===== src/rtl/mem_stage_lsu.sv =====
// MEM-stage load/store unit: turns EX/MEM load/store requests into single ready-strobed word-bus transfers.
// Defining LSU_MISALIGN_TRAP_EN traps misaligned LH/LHU/SH/LW/SW instead of issuing them aligned down.
//
// state | meaning
// IDLE  | waiting for a load or store from EX/MEM
// BUSY  | bus request outstanding, timeout counter running
// DONE  | result and flags valid for one cycle, pipeline advances
module mem_stage_lsu (
    input  logic        CLK,
    input  logic        RST,
    input  logic        memWriteM,
    input  logic [1:0]  ResultSrcM,
    input  logic [2:0]  funct3M,
    input  logic [31:0] aluResultM,
    input  logic [31:0] writeDataM,
    input  logic        busReady,
    input  logic [31:0] busRData,
    output logic        busReq,
    output logic        busWe,
    output logic [31:0] busAddr,
    output logic [31:0] busWData,
    output logic [3:0]  busByteEn,
    output logic [31:0] readDataM,
    output logic        stallM,
    output logic        errM,
    output logic        misalignM
);

    typedef enum logic [1:0] {IDLE = 2'd0, BUSY = 2'd1, DONE = 2'd2} state_t;

    state_t      state, state_next;
    logic [3:0]  tmo_cnt;
    logic [2:0]  fn3_q;
    logic [1:0]  off_q;
    logic [1:0]  off;
    logic        req, misalign, start, timeout;
    logic [3:0]  st_be;
    logic [31:0] st_wdata;
    logic [7:0]  ld_byte;
    logic [15:0] ld_half;
    logic [31:0] ld_data;

    assign off = aluResultM[1:0];
    assign req = memWriteM | (ResultSrcM == 2'b01);

`ifdef LSU_MISALIGN_TRAP_EN
    always_comb begin
        misalign = 1'b0;
        if (memWriteM) begin
            case (funct3M)
                3'b001:  misalign = off[0];
                3'b010:  misalign = (off != 2'b00);
                default: misalign = 1'b0;
            endcase
        end else begin
            case (funct3M)
                3'b001, 3'b101: misalign = off[0];
                3'b010:         misalign = (off != 2'b00);
                default:        misalign = 1'b0;
            endcase
        end
    end
`else
    assign misalign = 1'b0;
`endif

    assign start = (state == IDLE) && req && !misalign;
    // The count reaches 15 on this cycle; a busReady in the same cycle takes precedence.
    assign timeout = (state == BUSY) && !busReady && (tmo_cnt == 4'd14);

    always_ff @(posedge CLK) begin
        if (RST) state <= IDLE;
        else     state <= state_next;
    end

    always_comb begin
        state_next = state;
        case (state)
            IDLE:    if (req) state_next = misalign ? DONE : BUSY;
            BUSY:    if (busReady || timeout) state_next = DONE;
            DONE:    state_next = IDLE;
            default: state_next = IDLE;
        endcase
    end

    always_comb begin
        busReq = (state == BUSY);
        stallM = !RST && ((state == BUSY) || ((state == IDLE) && req));
    end

    always_comb begin
        case (funct3M)
            3'b000: begin
                st_be    = 4'b0001 << off;
                st_wdata = {4{writeDataM[7:0]}};
            end
            3'b001: begin
                st_be    = 4'b0011 << {off[1], 1'b0};
                st_wdata = {2{writeDataM[15:0]}};
            end
            default: begin
                st_be    = 4'b1111;
                st_wdata = writeDataM;
            end
        endcase
    end

    always_comb begin
        ld_byte = busRData[{off_q, 3'b000} +: 8];
        ld_half = off_q[1] ? busRData[31:16] : busRData[15:0];
        case (fn3_q)
            3'b000:  ld_data = {{24{ld_byte[7]}}, ld_byte};
            3'b100:  ld_data = {24'd0, ld_byte};
            3'b001:  ld_data = {{16{ld_half[15]}}, ld_half};
            3'b101:  ld_data = {16'd0, ld_half};
            default: ld_data = busRData;
        endcase
    end

    always_ff @(posedge CLK) begin
        if (RST) begin
            tmo_cnt   <= 4'd0;
            fn3_q     <= 3'd0;
            off_q     <= 2'd0;
            busWe     <= 1'b0;
            busAddr   <= 32'd0;
            busWData  <= 32'd0;
            busByteEn <= 4'd0;
            readDataM <= 32'd0;
            errM      <= 1'b0;
            misalignM <= 1'b0;
        end else begin
            errM      <= timeout;
            misalignM <= (state == IDLE) && req && misalign;
            if (start) begin
                tmo_cnt   <= 4'd0;
                fn3_q     <= funct3M;
                off_q     <= off;
                busWe     <= memWriteM;
                busAddr   <= {aluResultM[31:2], 2'b00};
                busWData  <= st_wdata;
                busByteEn <= memWriteM ? st_be : 4'b1111;
            end
            if (state == BUSY) begin
                if (busReady) begin
                    if (!busWe) readDataM <= ld_data;
                end else if (timeout) begin
                    if (!busWe) readDataM <= 32'd0;
                end else begin
                    tmo_cnt <= tmo_cnt + 4'd1;
                end
            end
        end
    end

endmodule


===== config.mk =====
export PLATFORM = sky130hd
export DESIGN_NAME = mem_stage_lsu
export DESIGN_NICKNAME = d
export VERILOG_FILES = /design/src/rtl/mem_stage_lsu.sv
export SDC_FILE = /design/constraint.sdc
export NUM_CORES = 1
export LEC_CHECK = 0
export ABC_CLOCK_PERIOD_IN_PS = 4100
export BUFFER_PORTS_ARGS = -buffer_cell sky130_fd_sc_hd__buf_2
export CAP_MARGIN = 20
export CORE_AREA = 2 2 100 102
export CTS_CLUSTER_DIAMETER = 200
export DETAILED_ROUTE_END_ITERATION = 8
export DIE_AREA = 0 0 102 104
export GPL_ROUTABILITY_DRIVEN = 0
export PLACE_DENSITY = 0.9
export SLEW_MARGIN = 20
export SYNTH_ARGS = -nofsm -noshare
export SYNTH_HDL_FRONTEND = slang
export SYNTH_SLANG_ARGS = --single-unit

===== constraint.sdc =====
create_clock -name CLK -period 4.1 [get_ports CLK]
set_input_delay 0.41 -clock CLK [delete_from_list [all_inputs] [get_ports CLK]]
set_output_delay 0.41 -clock CLK [all_outputs]
set_load 0.02 [all_outputs]

=== Yosys cells after proc, flatten, opt, wreduce, memory -nomap -nowiden ===
Index checks and enable logic that the tools add are counted.

* Flip-flop bits (word level): 111
* Output and inout bits: 105

* $add $sub $neg: 1
* Eq/ne operators: 9
* Shifts and indexed selects: 3
* Muxes and demuxes: 16
* Bitwise operators: 2
* Reductions and logical operators: 14

{| class="wikitable"
|+ Operators with widths
! kind !! number
|-
| $mux W32 || 4
|-
| $pmux W32 S4 || 1
|-
| $pmux W32 S2 || 1
|-
| $shiftx A32 B6 Y8 || 1
|-
| $mux W4 || 5
|-
| $mux W16 || 1
|-
| $pmux W4 S2 || 1
|-
| $eq A3 B1 Y1 const B || 2
|-
| $eq A3 B3 Y1 const B || 2
|-
| $logic_not A3 Y1 || 2
|-
| $add A4 B1 Y4 const B || 1
|-
| $eq A2 B1 Y1 const B || 2
|-
| $eq A4 B4 Y1 const B || 1
|-
| $logic_and A1 B1 Y1 || 4
|-
| $mux W2 || 2
|-
| $pmux W2 S2 || 1
|-
| $shl A1 B2 Y4 const A || 1
|-
| $shl A2 B2 Y4 const A || 1
|-
| $reduce_and A3 Y1 || 1
|-
| $logic_not A1 Y1 || 2
|-
| $logic_not A2 Y1 || 1
|-
| $logic_or A1 B1 Y1 || 2
|-
| $ne A2 B1 Y1 const B || 1
|-
| $ne A2 B2 Y1 const B || 1
|-
| 4 further kinds || 4
|}

=== Logic depth before layout (Yosys ltp) ===
* Word-level depth: 7
* Depth in mapped cells: 7

=== Least setup slack after synthesis ===
Ideal clock, no wire load.

* Path type: reg2out
* Start: register state[0]
* End: output port stallM
* Arrival time: 1.320 ns
* Slack: 2.370 ns
* Cell stages (with the launch flop): 5
* Path buffers: 1
* Path through: dfxtp_1 nor2_1 o21ai_0 clkbuf_1 a21oi_1

* Longest elaborated chain between the ends: 4
* Elaborated cells on any way between the ends: 5

{| class="wikitable"
|+ RTL lines
! item !! RTL line !! text
|-
| from (decl) || 31 || <nowiki>state_t state, state_next;</nowiki>
|-
| from (signal assigned) || 73 || <nowiki>else state <= state_next;</nowiki>
|-
| $logic_not A2 Y1 || 88 || <nowiki>stallM = !RST && ((state == BUSY) || ((state == IDLE) && req));</nowiki>
|-
| $logic_and A1 B1 Y1 || -- ||
|-
| $logic_or A1 B1 Y1 * || 88 ||
|-
| $logic_and A1 B1 Y1 * || 88 ||
|-
| to (decl) || 24 || <nowiki>output logic stallM,</nowiki>
|}

Mark *: on every way between the ends. The rest lies on a longest branch, timed or not.

=== Worst setup path in the final report ===
* Start: register state[0]
* End: register busAddr[27]

* Longest elaborated chain between the ends: 2

{| class="wikitable"
|+ RTL lines
! item !! RTL line !! text
|-
| $logic_not A2 Y1 || 67 || <nowiki>assign start = (state == IDLE) && req && !misalign;</nowiki>
|-
| $logic_and A1 B1 Y1 || -- ||
|-
| to (signal assigned) || 140 || <nowiki>busAddr <= {aluResultM[31:2], 2'b00};</nowiki>
|-
| to (decl) || 20 || <nowiki>output logic [31:0] busAddr,</nowiki>
|}

No other way between the ends.
A chain may end at the register's enable or synchronous reset.

==> results_dict.tcl <==
set metrics [dict create \
    htree_num_levels 3 \
    power.static_leakage_uw 0.00278 \
    core.rowCount 36 \
    final_nets 833 \
    cts_buffer_depth 2 \
    antenna_left 0 \
    cts_repair_resize_count 0 \
    grt_usage 0.254 \
    initial_antenna_violation_count 0 \
    timing.critical_path.from_type "flip-flop" \
    maxClockFrequency_ghz 0.398 \
    core_area_um2 9550 \
    timing.hold.worst.start "busReady" \
    dp.final_hpwl_um 10300 \
    multiInputGateArea_um2 2310 \
    detailedPlace.worstSlack_ns 1.62 \
    worst_pin_slew_ns 1.00 \
    r2r_end "busAddr[27]$_SDFFE_PP0P_" \
    finalPower_uw 2460 \
    timing.hold.worst_path_depth 2 \
    fin_crit_sh 0.613 \
    synthesis.instances 548 \
    chip_width_um 102 \
    fin_tns_setup_ns 0 \
    max-slew-margin-rel 0.332 \
    cts.clk_slew.worst_paths_ns 0.10 \
    rsz0062_at_grt "no" \
    status "finished, final reports clean" \
    timing.rr.start "state[0]$_SDFFE_PP0P_" \
    ctsHoldBuffers 0 \
    drive_gt1_frac 0.335 \
    grt_max_degree 82 \
    avg_synthesized_cell_area_um2 8.66 \
    io_pins 210 \
    diodes 0 \
    first_global_vias 4474 \
    postSynthRegisterBits 111 \
    finalWirelength_um 13900 \
    mostFrequentLayoutCells "206 x buf_2, 129 x nand2_1, 111 x dfxtp_1" \
    fin_crit_ns 2.51 \
    rr_worst_depth 5 \
    synth.cell_area_um2 4740 \
    synth-edff-count 0 \
    grt_pass1_wl_um 21600 \
    synth.top_cells.by_area "dfxtp_1 47%, nand2_1 10%, a21oi_1 6.5%, mux2i_1 5.3%, a221o_1 3.4%" \
    fill_cells 801 \
    number_of_buffers_inserted_by_post_cts_setup_repair 0 \
    vdd.ir_drop.worst_mv 0.267 \
    cts.sink_count 111 \
    dieArea_um2 10600 \
    max_cap_violations 0 \
    final_critical_path_setup_slack_ns 1.59 \
    drt-initial-drc-count 271 \
    clock-root-buffer "clkbuf_8" \
    crit_fanout 59 \
    port_buffers 206 \
    whs_endpoint "errM$_SDFF_PP0_" \
    routed_via_density 5.47 \
    async_flop_share 0 \
    seq_area_um2 2220 \
    dominantRegCellSynth "dfxtp_1" \
    first_pass_drt_iterations 4 \
    worstSetupPathType "flip-flop to flip-flop" \
    final-hold-violation-count 0 \
    tritoncts_clock_tree "yes" \
    final_common_cell "buf_2" \
    die_height_um 104 \
    clk-insertion-delay-late_ns 0.37 \
    critical_path.endpoint_type "flip-flop" \
    cp_data_required_time_ns 4.39 \
    synth.lib_cells_used.distinct 41 \
    synth.largest_area_cell "dfxtp_1" \
    route.vias.total 4729 \
    min_path_type "primary input to flip-flop" \
    setup_viol 0 \
    synth_top_area_frac 0.468 \
    synthToLayoutAreaGrowth_pct 26.7 \
    slew_viol_final 0 \
    finClkSkew_ns 0.0104 \
    routed_wire_length_per_instance_um 16.0 \
    numCtsBuffers 9 \
    globalRouteOverflowTotal 0 \
    synth-seq-area-share 0.468 \
    initial_core_util 0.497 \
    power.density_cell_area_nw_per_um2 410 \
    worst-endpoint-arrival_ns 2.81 \
    drc 0 \
    synthesis.yosys.warnings 0 \
    rrSetupSlack_ns 1.59 \
]
[per-layer routing]
metal | vias up | wire (um) | global-route usage
met1 | 2201 | 5520 | 0.305
met2 | 240 | 6880 | 0.432
met4 | 0 | 315 | 0.100
met3 | 26 | 1140 | 0.0605
met5 | - | 0 | 0
li1 | 2262 | - | -
[area by class of cell]
type                    count  area share
well taps                 133      0.0277
clock buffers              10      0.0212
flip-flops and latches    111       0.370
repair buffers            211       0.178
inverters                   4     0.00250
clock inverters             6      0.0154
multi-input cells         389       0.385
[worst max-delay path by stage]
stage | start | end | slack, ns | depth (start not counted)
finish | state[0]$_SDFFE_PP0P_ | busAddr[27]$_SDFFE_PP0P_ | 1.59 | 5
floorplan | state[0]$_SDFFE_PP0P_ | stallM | 2.37 | 4
detailed placement | state[0]$_SDFFE_PP0P_ | busAddr[27]$_SDFFE_PP0P_ | 1.62 | 5
CTS | state[0]$_SDFFE_PP0P_ | busAddr[27]$_SDFFE_PP0P_ | 1.59 | 5
global route | state[0]$_SDFFE_PP0P_ | busAddr[19]$_SDFFE_PP0P_ | 1.36 | 5
global placement | state[0]$_SDFFE_PP0P_ | busAddr[7]$_SDFFE_PP0P_ | 1.68 | 5
[cell families after synthesis]
group / share of synthesized area
AND/OR/NAND/NOR: 0.191
flip-flops: 0.468
adder cells (fa/ha/maj): 0.00527
AO/OA/AOI/OAI: 0.207
multiplexers: 0.0789
buffers and inverters: 0.0485
other: 0.000790
[state kept, by name, summed over array words and instances (netlist names)]
signal     cells
busWe          1
state          2
busWData      32
off_q          2
errM           1
busAddr       30
busByteEn      4
tmo_cnt        4
readDataM     32
fn3_q          3
[cells in the mapped netlist, types with 4 or more instances]
| library cell | instances |
|---|---|
| nand2_1 | 129 |
| dfxtp_1 | 111 |
| a21oi_1 | 62 |
| clkbuf_1 | 28 |
| nor2_1 | 26 |
| mux2i_1 | 25 |
| o21ai_0 | 20 |
| nand2b_1 | 17 |
| a221o_1 | 16 |
| nor2b_1 | 10 |
| buf_2 | 9 |
| mux2_2 | 9 |
| a211oi_1 | 8 |
| a311oi_1 | 8 |
| a32o_1 | 8 |
| o211ai_1 | 8 |
| nand3_1 | 7 |
| o2bb2ai_1 | 7 |
| nor3_1 | 5 |
| buf_4 | 4 |
| inv_1 | 4 |
[through the flow]
step	instance area [um2]	cells	util	hold slack, ns
2_1_floorplan	4750	550	-	0.474
3_3_place_gp	5780	847	0.605	0.440
3_5_place_dp	5790	848	0.606	0.444
4_1_cts	6010	864	0.629	0.210
5_1_grt	6010	864	0.629	0.227
6_report	6010	864	0.629	0.242
[critical path, stage by stage (launching register included)]
cell     delay (ns)
dfxtp_1        0.35
nor2_1         0.47
o21a_2         0.91
buf_4          0.43
nand2_1        0.11
a21oi_1        0.14
[where the power goes]
group | switching [uW] | total [uW] | internal [uW]
combinational | 330 | 523 | 193
sequential | 58.3 | 1220 | 1160
clock | 376 | 724 | 348
No activity file was read; power rests on OpenSTA's default activity.
